`src/rtl/vga_timing_gen_if.sv`:
```
// rtl/vga_timing_gen_if.sv - pixel request / colour return bus between the VGA timing generator and its upstream source
interface vga_timing_gen_if #(
  parameter int CNT_W   = 11,
  parameter int COLOR_W = 10
);
  logic [CNT_W-1:0]   oX;
  logic [CNT_W-1:0]   oY;
  logic               oReq;
  logic               oLineStart;
  logic               oFrameStart;
  logic [15:0]        oFrame;
  logic [COLOR_W-1:0] iRed;
  logic [COLOR_W-1:0] iGreen;
  logic [COLOR_W-1:0] iBlue;

  modport master (
    output oX, oY, oReq, oLineStart, oFrameStart, oFrame,
    input  iRed, iGreen, iBlue
  );

  modport slave (
    input  oX, oY, oReq, oLineStart, oFrameStart, oFrame,
    output iRed, iGreen, iBlue
  );
endinterface

```
`src/rtl/vga_timing_gen.sv`:
```
// rtl/vga_timing_gen.sv - parametrised VGA raster timing generator and DAC output stage; VGA_TESTPAT_EN adds an 8-bar colour pattern source
module vga_timing_gen #(
  parameter int H_ACTIVE = 640,
  parameter int H_FP     = 16,
  parameter int H_SYNC   = 96,
  parameter int H_BP     = 48,
  parameter int V_ACTIVE = 480,
  parameter int V_FP     = 10,
  parameter int V_SYNC   = 2,
  parameter int V_BP     = 33,
  parameter int HS_POL   = 0,
  parameter int VS_POL   = 0,
  parameter int CNT_W    = 11,
  parameter int COLOR_W  = 10,
  parameter int PIPE_LAT = 2
) (
  input  logic               CLK_25,
  input  logic               nRst,
`ifdef VGA_TESTPAT_EN
  input  logic               iPatEn,
`endif
  output logic               VGA_CLK,
  output logic               VGA_SYNC,
  output logic               VGA_BLANK,
  output logic               VGA_HS,
  output logic               VGA_VS,
  output logic [COLOR_W-1:0] VGA_R,
  output logic [COLOR_W-1:0] VGA_G,
  output logic [COLOR_W-1:0] VGA_B,
  vga_timing_gen_if.master   pix
);

  localparam int H_TOTAL = H_ACTIVE + H_FP + H_SYNC + H_BP;
  localparam int V_TOTAL = V_ACTIVE + V_FP + V_SYNC + V_BP;

  localparam logic [CNT_W-1:0] H_LAST = CNT_W'(H_TOTAL - 1);
  localparam logic [CNT_W-1:0] V_LAST = CNT_W'(V_TOTAL - 1);
  localparam logic [CNT_W-1:0] H_ACT  = CNT_W'(H_ACTIVE);
  localparam logic [CNT_W-1:0] V_ACT  = CNT_W'(V_ACTIVE);
  localparam logic [CNT_W-1:0] HS_BEG = CNT_W'(H_ACTIVE + H_FP);
  localparam logic [CNT_W-1:0] HS_END = CNT_W'(H_ACTIVE + H_FP + H_SYNC);
  localparam logic [CNT_W-1:0] VS_BEG = CNT_W'(V_ACTIVE + V_FP);
  localparam logic [CNT_W-1:0] VS_END = CNT_W'(V_ACTIVE + V_FP + V_SYNC);

  // Idle (inactive) pin level of each sync; XOR with the active-high raw sync gives the pin value.
  localparam logic HS_OFF = (HS_POL == 0);
  localparam logic VS_OFF = (VS_POL == 0);

  logic [CNT_W-1:0]   hcnt;
  logic [CNT_W-1:0]   vcnt;
  logic [15:0]        frame_cnt;
  logic               h_wrap;
  logic               v_wrap;
  logic               act_raw;
  logic               hs_raw;
  logic               vs_raw;
  logic [PIPE_LAT-1:0] act_dl;
  logic [PIPE_LAT-1:0] hs_dl;
  logic [PIPE_LAT-1:0] vs_dl;
  logic               act_d;
  logic               hs_d;
  logic               vs_d;
  logic [COLOR_W-1:0] red_src;
  logic [COLOR_W-1:0] green_src;
  logic [COLOR_W-1:0] blue_src;

  assign h_wrap = (hcnt == H_LAST);
  assign v_wrap = (vcnt == V_LAST);

  // Raster counters: hcnt every clock, vcnt on line wrap, frame count on full-frame wrap
  always_ff @(posedge CLK_25) begin
    if (!nRst) begin
      hcnt      <= '0;
      vcnt      <= '0;
      frame_cnt <= '0;
    end else if (h_wrap) begin
      hcnt <= '0;
      if (v_wrap) begin
        vcnt      <= '0;
        frame_cnt <= frame_cnt + 16'd1;
      end else begin
        vcnt <= vcnt + CNT_W'(1);
      end
    end else begin
      hcnt <= hcnt + CNT_W'(1);
    end
  end

  // Stage-0 decode straight from the counters
  assign act_raw = (hcnt < H_ACT) && (vcnt < V_ACT);
  assign hs_raw  = (hcnt >= HS_BEG) && (hcnt < HS_END);
  assign vs_raw  = (vcnt >= VS_BEG) && (vcnt < VS_END);

  assign pix.oX          = hcnt;
  assign pix.oY          = vcnt;
  assign pix.oReq        = act_raw;
  assign pix.oLineStart  = (hcnt == '0) && (vcnt < V_ACT);
  assign pix.oFrameStart = (hcnt == '0) && (vcnt == '0);
  assign pix.oFrame      = frame_cnt;

  // Delay line so sync and blank line up with colour returned PIPE_LAT clocks after the request
  always_ff @(posedge CLK_25) begin
    if (!nRst) begin
      act_dl <= '0;
      hs_dl  <= '0;
      vs_dl  <= '0;
    end else begin
      act_dl[0] <= act_raw;
      hs_dl[0]  <= hs_raw;
      vs_dl[0]  <= vs_raw;
      for (int i = 1; i < PIPE_LAT; i++) begin
        act_dl[i] <= act_dl[i-1];
        hs_dl[i]  <= hs_dl[i-1];
        vs_dl[i]  <= vs_dl[i-1];
      end
    end
  end

  assign act_d = act_dl[PIPE_LAT-1];
  assign hs_d  = hs_dl[PIPE_LAT-1];
  assign vs_d  = vs_dl[PIPE_LAT-1];

`ifdef VGA_TESTPAT_EN
  localparam int BAR_W = (H_ACTIVE / 8 > 0) ? H_ACTIVE / 8 : 1;

  logic [CNT_W-1:0] x_dl [PIPE_LAT];
  logic [2:0]       bar;

  // Delayed x coordinate so the pattern bar matches the pixel at the output tap
  always_ff @(posedge CLK_25) begin
    if (!nRst) begin
      for (int i = 0; i < PIPE_LAT; i++) x_dl[i] <= '0;
    end else begin
      x_dl[0] <= hcnt;
      for (int i = 1; i < PIPE_LAT; i++) x_dl[i] <= x_dl[i-1];
    end
  end

  // Bar index 0..7 = white, yellow, cyan, green, magenta, red, blue, black:
  // green is on for bars 0-3, red skips bit 1, blue is on for even bars.
  assign bar = 3'(x_dl[PIPE_LAT-1] / CNT_W'(BAR_W));

  // Colour source select: internal pattern or upstream data
  always_comb begin
    red_src   = pix.iRed;
    green_src = pix.iGreen;
    blue_src  = pix.iBlue;
    if (iPatEn) begin
      red_src   = {COLOR_W{~bar[1]}};
      green_src = {COLOR_W{~bar[2]}};
      blue_src  = {COLOR_W{~bar[0]}};
    end
  end
`else
  assign red_src   = pix.iRed;
  assign green_src = pix.iGreen;
  assign blue_src  = pix.iBlue;
`endif

  // Final pin registers: sync, blank and colour all leave on the same edge
  always_ff @(posedge CLK_25) begin
    if (!nRst) begin
      VGA_HS    <= HS_OFF;
      VGA_VS    <= VS_OFF;
      VGA_BLANK <= 1'b0;
      VGA_R     <= '0;
      VGA_G     <= '0;
      VGA_B     <= '0;
    end else begin
      VGA_HS    <= hs_d ^ HS_OFF;
      VGA_VS    <= vs_d ^ VS_OFF;
      VGA_BLANK <= act_d;
      VGA_R     <= act_d ? red_src   : '0;
      VGA_G     <= act_d ? green_src : '0;
      VGA_B     <= act_d ? blue_src  : '0;
    end
  end

  assign VGA_CLK  = CLK_25;
  assign VGA_SYNC = 1'b1;

endmodule
```
`src/flat_wrapper.sv`:
```
// flat-port wrapper written by rule: the top's interface ports become plain ports
module vga_timing_gen_flat 
#(
  parameter int H_ACTIVE = 640,
  parameter int H_FP     = 16,
  parameter int H_SYNC   = 96,
  parameter int H_BP     = 48,
  parameter int V_ACTIVE = 480,
  parameter int V_FP     = 10,
  parameter int V_SYNC   = 2,
  parameter int V_BP     = 33,
  parameter int HS_POL   = 0,
  parameter int VS_POL   = 0,
  parameter int CNT_W    = 11,
  parameter int COLOR_W  = 10,
  parameter int PIPE_LAT = 2
)
  (CLK_25, nRst, VGA_CLK, VGA_SYNC, VGA_BLANK, VGA_HS, VGA_VS, VGA_R, VGA_G, VGA_B, pix_oX, pix_oY, pix_oReq, pix_oLineStart, pix_oFrameStart, pix_oFrame, pix_iRed, pix_iGreen, pix_iBlue);
  vga_timing_gen_if #(.CNT_W(CNT_W), .COLOR_W(COLOR_W)) pix_i ();
  input  logic CLK_25;
  input  logic nRst;
  output logic VGA_CLK;
  output logic VGA_SYNC;
  output logic VGA_BLANK;
  output logic VGA_HS;
  output logic VGA_VS;
  output logic [COLOR_W-1:0] VGA_R;
  output logic [COLOR_W-1:0] VGA_G;
  output logic [COLOR_W-1:0] VGA_B;
  output wire logic [$bits(pix_i.oX)-1:0] pix_oX;
  output wire logic [$bits(pix_i.oY)-1:0] pix_oY;
  output wire logic [$bits(pix_i.oReq)-1:0] pix_oReq;
  output wire logic [$bits(pix_i.oLineStart)-1:0] pix_oLineStart;
  output wire logic [$bits(pix_i.oFrameStart)-1:0] pix_oFrameStart;
  output wire logic [$bits(pix_i.oFrame)-1:0] pix_oFrame;
  input wire logic [$bits(pix_i.iRed)-1:0] pix_iRed;
  input wire logic [$bits(pix_i.iGreen)-1:0] pix_iGreen;
  input wire logic [$bits(pix_i.iBlue)-1:0] pix_iBlue;
  assign pix_oX = pix_i.oX;
  assign pix_oY = pix_i.oY;
  assign pix_oReq = pix_i.oReq;
  assign pix_oLineStart = pix_i.oLineStart;
  assign pix_oFrameStart = pix_i.oFrameStart;
  assign pix_oFrame = pix_i.oFrame;
  assign pix_i.iRed = pix_iRed;
  assign pix_i.iGreen = pix_iGreen;
  assign pix_i.iBlue = pix_iBlue;
  vga_timing_gen #(.H_ACTIVE(H_ACTIVE), .H_FP(H_FP), .H_SYNC(H_SYNC), .H_BP(H_BP), .V_ACTIVE(V_ACTIVE), .V_FP(V_FP), .V_SYNC(V_SYNC), .V_BP(V_BP), .HS_POL(HS_POL), .VS_POL(VS_POL), .CNT_W(CNT_W), .COLOR_W(COLOR_W), .PIPE_LAT(PIPE_LAT)) u_core (.CLK_25(CLK_25), .nRst(nRst), .VGA_CLK(VGA_CLK), .VGA_SYNC(VGA_SYNC), .VGA_BLANK(VGA_BLANK), .VGA_HS(VGA_HS), .VGA_VS(VGA_VS), .VGA_R(VGA_R), .VGA_G(VGA_G), .VGA_B(VGA_B), .pix(pix_i));
endmodule
```
`config.mk`:
```
export PLATFORM = sky130hd
export DESIGN_NAME = vga_timing_gen_flat
export DESIGN_NICKNAME = d
export VERILOG_FILES = /design/src/rtl/vga_timing_gen_if.sv /design/src/rtl/vga_timing_gen.sv /design/src/flat_wrapper.sv
export SDC_FILE = /design/constraint.sdc
export NUM_CORES = 1
export LEC_CHECK = 0
export ABC_AREA = 1
export CAP_MARGIN = 20
export CORE_ASPECT_RATIO = 1.2
export CORE_MARGIN = 5
export CORE_UTILIZATION = 35
export DETAILED_ROUTE_END_ITERATION = 10
export GPL_ROUTABILITY_DRIVEN = 1
export PLACE_DENSITY = 0.66
export SETUP_SLACK_MARGIN = 0.1
export SLEW_MARGIN = 20
export SYNTH_ARGS = -nofsm -noshare
export SYNTH_HDL_FRONTEND = slang
export SYNTH_SLANG_ARGS = --single-unit
export TNS_END_PERCENT = 20
```
`constraint.sdc`:
```
create_clock -name CLK_25 -period 1.45 [get_ports CLK_25]
set_input_delay 0.29 -clock CLK_25 [delete_from_list [all_inputs] [get_ports CLK_25]]
set_output_delay 0.29 -clock CLK_25 [all_outputs]
set_load 0.03 [all_outputs]
```
After elaboration in Yosys (flattened, before gate mapping) --
Index checks and enable logic that the tools add are counted.
Storage, ports and cells: bits in registers 77, input port bits 32, logic and storage cells 37, output and inout port bits 76
Cells by class: bitwise logic cells 3, add/sub/neg operators 3, reductions and logical operators 10, magnitude comparators 6, eq/ne operators 2, mux-type cells 1
Operator list (number):
- adder 11 x 1 -> 11 bit (second input constant) | 2
- equality test 11 x 10 -> 1 bit (second input constant) | 2
- zero test 11 bit | 2
- < comparator 11 x 10 -> 1 bit (second input constant) | 2
- < comparator 11 x 9 -> 1 bit (second input constant) | 2
- adder 16 x 1 -> 16 bit (second input constant) | 1
- greater-or-equal comparator 11 x 10 -> 1 bit (second input constant) | 1
- greater-or-equal comparator 11 x 9 -> 1 bit (second input constant) | 1
- 2-to-1 mux 11 bit | 1
- logical AND 1 bit | 5
- AND reduction 2 bit | 2
- NOT 1 bit | 3
- OR reduction 2 bit | 1

Longest topological paths before layout --
Gate-level depths: netlist of the first run.
word-level depth 2, mapped depth 10, gate-level depth less buffers 9

==> results of run 1 <==
## sequential cells by signal, indices dropped and copies added (netlist names)
name,cells
u_core.VGA_B,10
u_core.VGA_BLANK,1
u_core.VGA_G,10
u_core.VGA_HS,1
u_core.VGA_R,10
u_core.VGA_VS,1
u_core.act_dl,2
u_core.hs_dl,2
u_core.pix.oFrame,16
u_core.pix.oX,11
u_core.pix.oY,11
u_core.vs_dl,2
## worst reg2reg max path: cells and delay by family (launching register included)
| family | cells | cell delay (ns) |
|---|---|---|
| buffers and inverters | 1 | 0.10 |
| DFF | 1 | 0.35 |
| and+or+nand+nor | 6 | 0.87 |
| AOI/OAI and AO/OA | 1 | 0.05 |
| adders and majority gates | 1 | 0.14 |
## kinds of logic (layout without fill, tap and decap cells)
kind of cell,after synthesis,after routing
other,1,1
adder cells (fa/ha/maj),5,5
AND/OR/NAND/NOR,247,248
AO/OA/AOI/OAI,38,38
buffers and inverters,86,276
XOR/XNOR,10,10
flip-flops,77,77
## power by group
part / internal (uW) / switching, uW
registers: 2130 / 12.3
logic: 182 / 200
clock network: 1510 / 997
total: 3820 / 1210
## metal layers
layer | vias to the layer above | track usage [%] | share of wire, %
met2 | 97 | 28.6 | 51
li1 | 1812 | - | -
met3 | 20 | 3.14 | 5.8
met4 | 0 | 8.56 | 2.5
met5 | - | 0 | 0
met1 | 1653 | 18.7 | 40
## worst paths after layout
kind / from / end / slack, ns / cells after the start
setup / recovery: u_core.pix.oY[0] / pix_oFrameStart / -0.54 / 6
hold / removal: pix_iBlue[8] / u_core.VGA_B[8] / 0.36 / 3
setup reg to reg: u_core.pix.oX[1] / u_core.pix.oFrame[2] / -0.16 / 9
hold reg to reg: u_core.vs_dl[1] / u_core.VGA_VS / 0.38 / 1
## per-stage QoR
step                      util, %  instance area, sq um
after floorplan                 -                  3630
final                        57.8                  5760
after detailed placement     53.0                  5280
after CTS                    57.5                  5730
after global routing         57.8                  5760
after global placement       53.0                  5280
## cell type report
| cell class | count | area, sq um | share of cell area, % |
|---|---|---|---|
| Tap cell | 126 | 158 | 2.74 |
| Sequential cell | 77 | 1600 | 27.7 |
| Timing Repair Buffer | 183 | 1580 | 27.5 |
| Multi-Input combinational cell | 302 | 1800 | 31.2 |
| Inverter | 74 | 283 | 4.91 |
| Clock inverter | 6 | 38.8 | 0.674 |
| Clock buffer | 13 | 304 | 5.28 |
## timing repair
action                                  4_1_cts  5_1_grt
gates resized for setup                     271       94
setup buffers                                 7        1
cloned                                        0        1
pin swaps                                     5        8
endpoints found under the setup margin      113       96
## cell usage in the layout (no fill, tap or decap), drive strengths merged
master | netlist | layout
clkinv | 0 | 4
nor3b | 1 | 1
or2 | 2 | 2
clkdlybuf4s18 | 0 | 2
and3b | 1 | 1
clkdlybuf4s15 | 0 | 1
nand3b | 2 | 2
a211oi | 2 | 2
nor3 | 9 | 9
xnor2 | 2 | 2
nand2 | 111 | 111
o21a | 1 | 1
ha | 5 | 5
nand3 | 27 | 28
inv | 74 | 74
a21oi | 26 | 26
clkinvlp | 0 | 2
o21ai | 7 | 7
buf | 6 | 148
or3 | 1 | 1
clkbuf | 6 | 14
nand4 | 11 | 11
conb | 1 | 1
dfxtp | 77 | 77
xor2 | 8 | 8
nor2 | 80 | 80
nor4 | 2 | 2
o21bai | 2 | 2
clkdlybuf4s50 | 0 | 31
==> impl_metrics.env, run 1 <==
export IMPL_slowest_stage="dfxtp_4"
export IMPL_synthTopCellsByCount="94 x nand2_1, 77 x dfxtp_1, 73 x nor2_1"
export IMPL_synth_edff_count=0
export IMPL_drc=0
export IMPL_max_vdd_ir_drop_mv=0.730
export IMPL_dp_cells=754
export IMPL_drv_slew=0
export IMPL_rsz0062_at_grt="true"
export IMPL_place_ws_ns=-0.152
export IMPL_dr_total_vias=3582
export IMPL_whs_ns=0.364
export IMPL_start_util_pct=35.4
export IMPL_drt_vias_per_instance=4.59
export IMPL_fmax_mhz=502
export IMPL_antenna_found_initial=0
export IMPL_criticalPathCategory="reg2out"
export IMPL_drive_gt1_share_pct=41.7
export IMPL_clk_pin_slew_ns=0.06
export IMPL_wl_um=10200
export IMPL_crit_required_ns=1.16
export IMPL_power_leakage_uw=0.00272
export IMPL_cp_slowest_stage_delay_ns=0.35
export IMPL_synth_flop_cell="dfxtp_1"
export IMPL_synth_nets=501
export IMPL_cp_top_family="simple AND/OR/NAND/NOR gates"
export IMPL_async_flop_share_pct=0
export IMPL_synth_top_family_by_area="simple AND/OR/NAND/NOR gates"
export IMPL_fin_skew_ns=0.00832
export IMPL_crit_chain="inv_4, ha_4, nand2_2, or3_4, nor3_4, buf_6"
export IMPL_synth_xor_area_share_pct=2.48
export IMPL_grt_ovfl_total=0
export IMPL_synth_cell_types=42
export IMPL_grt_pass1_wl_um=15900
export IMPL_ys_warn_count=0
export IMPL_hold_viol=0
export IMPL_synthAdderAreaFrac_pct=1.77
export IMPL_die_area_sq_mm=0.0122
export IMPL_endpoint_kind="output pin"
export IMPL_avgSynthCellArea_sq_um=7.60
export IMPL_firstDrtPassIters=4
export IMPL_gp_congestion=0.868
export IMPL_die_w_um=102
export IMPL_total_power_uw=5030
export IMPL_fin_setup_tns_ns=-4.28
export IMPL_timing_critical_path_buf_inv=2
export IMPL_power_density_mw_per_mm2=874
export IMPL_setup_ws_ns=-0.544
export IMPL_core_area_sq_mm=0.00996
export IMPL_clkLatencyLatePin_ns=0.45
export IMPL_synthesis_area_sq_mm=0.00352
export IMPL_hpwl_um=7530
export IMPL_synth_simple_gate_area_share_pct=34.7
export IMPL_yosysMostFrequentCell="nand2_1"
export IMPL_hold_class="in2reg"
export IMPL_status="finished with violations"
export IMPL_crit_path_max_fanout=2
export IMPL_tritoncts="yes"
export IMPL_maxCapViolations=0
export IMPL_synth_compound_area_share_pct=6.82
export IMPL_place_port_buffers=106
export IMPL_fill_cells=929
export IMPL_die_y_um=120
export IMPL_area_growth_pct=63.4
export IMPL_syn_instance_count=464
export IMPL_start_kind="flip-flop"
export IMPL_ctsHoldBuffers=0
export IMPL_setup_viol=31
export IMPL_layout_nets=687
export IMPL_fin_crit_ns=1.99
export IMPL_yosys_area_top_type="dfxtp_1"
export IMPL_drt_iter0_markers=83
export IMPL_n_antenna_cell=0
export IMPL_grt_usage_pct=16.4
export IMPL_ys_seq_elements=77
export IMPL_drtAntennaViolNets=0
export IMPL_ys_seq_area_share_pct=43.7
export IMPL_yosys_area_top_type_share_pct=43.7
export IMPL_wl_per_cell_um=13.1
export IMPL_instances_no_fill=781
export IMPL_rows=40
export IMPL_synth_top_cells_by_area="dfxtp_1 44%, nand2_1 10%, nor2_1 7.8%"
export IMPL_ios=108
export IMPL_grt_max_degree=32
export IMPL_violations="setup timing"
export IMPL_grt_pass1_vias=3490
export IMPL_fin_crit_sh_pct=138
export IMPL_synth_area_mux_share_pct=0
export IMPL_crit_arrival_ns=1.70
No activity file was read; power rests on OpenSTA's default activity.
==> inputs of run 2 (changes only) <==
--- a/config.mk
+++ b/config.mk
@@ -11,7 +11,7 @@
 export CORE_MARGIN = 5
 export CORE_UTILIZATION = 35
 export DETAILED_ROUTE_END_ITERATION = 10
-export GPL_ROUTABILITY_DRIVEN = 1
+export GPL_ROUTABILITY_DRIVEN = 0
 export PLACE_DENSITY = 0.66
 export SETUP_SLACK_MARGIN = 0.1
 export SLEW_MARGIN = 20
==> run 2 against run 1 <==
The run still ends with setup timing left. Total power up 3.8%. Via count rose by 2.3%. Clock skew down 0.00080 ns. Cell count increased by 1.7%. Non-clock buffer count up 13. Worst hold slack better by 0.0097 ns. Setup slack got worse by 0.0040 ns. Clock power is 6% higher. Critical path type unchanged. Critical endpoint unchanged.
==> impl_metrics.env, run 2 (synthesized netlist as in run 1, its figures left out) <==
export IMPL_start_util_pct=35.4
export IMPL_tritoncts="yes"
export IMPL_slowest_stage="dfxtp_4"
export IMPL_timing_critical_path_buf_inv=2
export IMPL_drt_iter0_markers=124
export IMPL_path_depth=7
export IMPL_layout_nets=700
export IMPL_hold_class="reg2reg"
export IMPL_met2_usage_pct=28.5
export IMPL_fin_crit_sh_pct=138
export IMPL_wl_um=10500
export IMPL_core_area_sq_mm=0.00996
export IMPL_die_w_um=102
export IMPL_hpwl_um=7280
export IMPL_fmax_mhz=501
export IMPL_drt_vias_per_instance=4.62
export IMPL_cp_slowest_stage_delay_ns=0.35
export IMPL_criticalPathCategory="reg2out"
export IMPL_hold_viol=0
export IMPL_largest_reg_flops=16
export IMPL_wl_per_cell_um=13.3
export IMPL_place_ws_ns=-0.148
export IMPL_grt_ovfl_total=0
export IMPL_p_clk_share_pct=50.9
export IMPL_rows=40
export IMPL_max_vdd_ir_drop_mv=0.547
export IMPL_firstDrtPassIters=4
export IMPL_violations="setup timing"
export IMPL_grt_max_degree=32
export IMPL_crit_arrival_ns=1.71
export IMPL_power_share_switching_pct=23.0
export IMPL_fin_crit_ns=2.00
export IMPL_clkLatencyLatePin_ns=0.44
export IMPL_cp_top_family="simple AND/OR/NAND/NOR gates"
export IMPL_area_growth_pct=73.4
export IMPL_layout_commonest_cell="buf_4"
export IMPL_dr_total_vias=3666
export IMPL_whs_ns=0.373
export IMPL_setup_ws_ns=-0.548
export IMPL_crit_chain="inv_2, ha_4, nand2_2, nor3_4, nand3_2, nor3_4, buf_6"
export IMPL_maxCapViolations=0
export IMPL_grt_usage_pct=16.2
export IMPL_pwr_share_seq_pct=41.0
export IMPL_min_path_cells=1
export IMPL_n_antenna_cell=0
export IMPL_intPower_uw=4020
export IMPL_met3_usage_pct=3.66
export IMPL_grt_pass1_wl_um=16000
export IMPL_crit_required_ns=1.16
export IMPL_drv_slew=0
export IMPL_ios=108
export IMPL_endpoint_kind="output pin"
export IMPL_total_power_uw=5220
export IMPL_status="finished with violations"
export IMPL_place_port_buffers=106
export IMPL_fin_skew_ns=0.00752
export IMPL_ctsHoldBuffers=0
export IMPL_crit_path_max_fanout=2
export IMPL_grt_busiest_layer="met2"
export IMPL_die_y_um=120
export IMPL_die_area_sq_mm=0.0122
export IMPL_drive_gt1_share_pct=47.0
export IMPL_drc=0
export IMPL_grt_use_met1_pct=18.5
export IMPL_reg2regPathDepth=10
export IMPL_clk_pin_slew_ns=0.06
export IMPL_rsz0062_at_grt="true"
export IMPL_power_leakage_uw=0.00294
export IMPL_power_frac_comb_pct=8.1
export IMPL_power_density_mw_per_mm2=855
export IMPL_setup_viol=43
export IMPL_grt_pass1_vias=3533
export IMPL_start_kind="flip-flop"
export IMPL_final_cell_mix="77 x buf_4, 70 x nand2_1, 68 x nor2_1"
export IMPL_drtAntennaViolNets=0
export IMPL_antenna_found_initial=0
export IMPL_crit_top_cell="nor3_4"
export IMPL_netSwitchingPower_uw=1200
## run 2: per-layer routing
metal  part of all wire (%)  vias up
li1                       -     1837
met4                    2.0        0
met2                     52      131
met1                     38     1676
met3                    7.1       22
met5                      0        -
## run 2: worst paths after layout
path | startpoint | to | slack [ns]
worst min-delay path | u_core.vs_dl[1] | u_core.VGA_VS | 0.37
worst max register to register | u_core.pix.oX[0] | u_core.pix.oFrame[11] | -0.25
worst min register to register | u_core.vs_dl[1] | u_core.VGA_VS | 0.37
worst max-delay path | u_core.pix.oX[0] | pix_oFrameStart | -0.55
## run 2: through the flow
step	util [%]	std cells	TNS, ns	instance area [sq um]
after CTS	59.0	781	-4.20	5870
final	61.4	794	-7.56	6110
after detailed placement	53.1	754	-2.16	5290
after global routing	61.4	794	-10.74	6110
after global placement	53.1	754	-1.82	5290
after floorplan	-	464	-1.97	3630
## run 2: timing repair
item,4_1_cts,5_1_grt
resized for setup,266,127
gates cloned,0,2
setup buffers,9,12
endpoints found under the hold margin,0,0
endpoints found under the setup margin,112,94
pin swaps,7,29
## run 2: worst reg2reg max path, stage by stage (launching register included)
cell	delay [ns]
dfxtp_4	0.36
buf_6	0.11
ha_4	0.14
nand2_4	0.07
nor2_8	0.18
buf_6	0.13
nand4_4	0.12
nor2_8	0.17
clkbuf_16	0.17
nand2_2	0.05
a21oi_2	0.12
## run 2: power by group through the flow
stage | Sequential [uW] | Combinational [uW] | Clock, uW
5_1_grt | 2150 | 453 | 2830
4_1_cts | 2150 | 421 | 2710
3_5_place_dp | 2210 | 383 | 115
3_3_place_gp | 2200 | 379 | 115
6_report | 2140 | 423 | 2660
2_1_floorplan | 2270 | 115 | 103
## run 2: cell type report
| type | instances | area [sq um] |
|---|---|---|
| fill | 869 | 3850 |
| sequential | 77 | 1600 |
| timing repair buffer | 196 | 1740 |
| inverter | 74 | 283 |
| clock inverter | 6 | 62.6 |
| multi-input combinational | 302 | 1960 |
| clock buffer | 13 | 304 |
| tap | 126 | 158 |
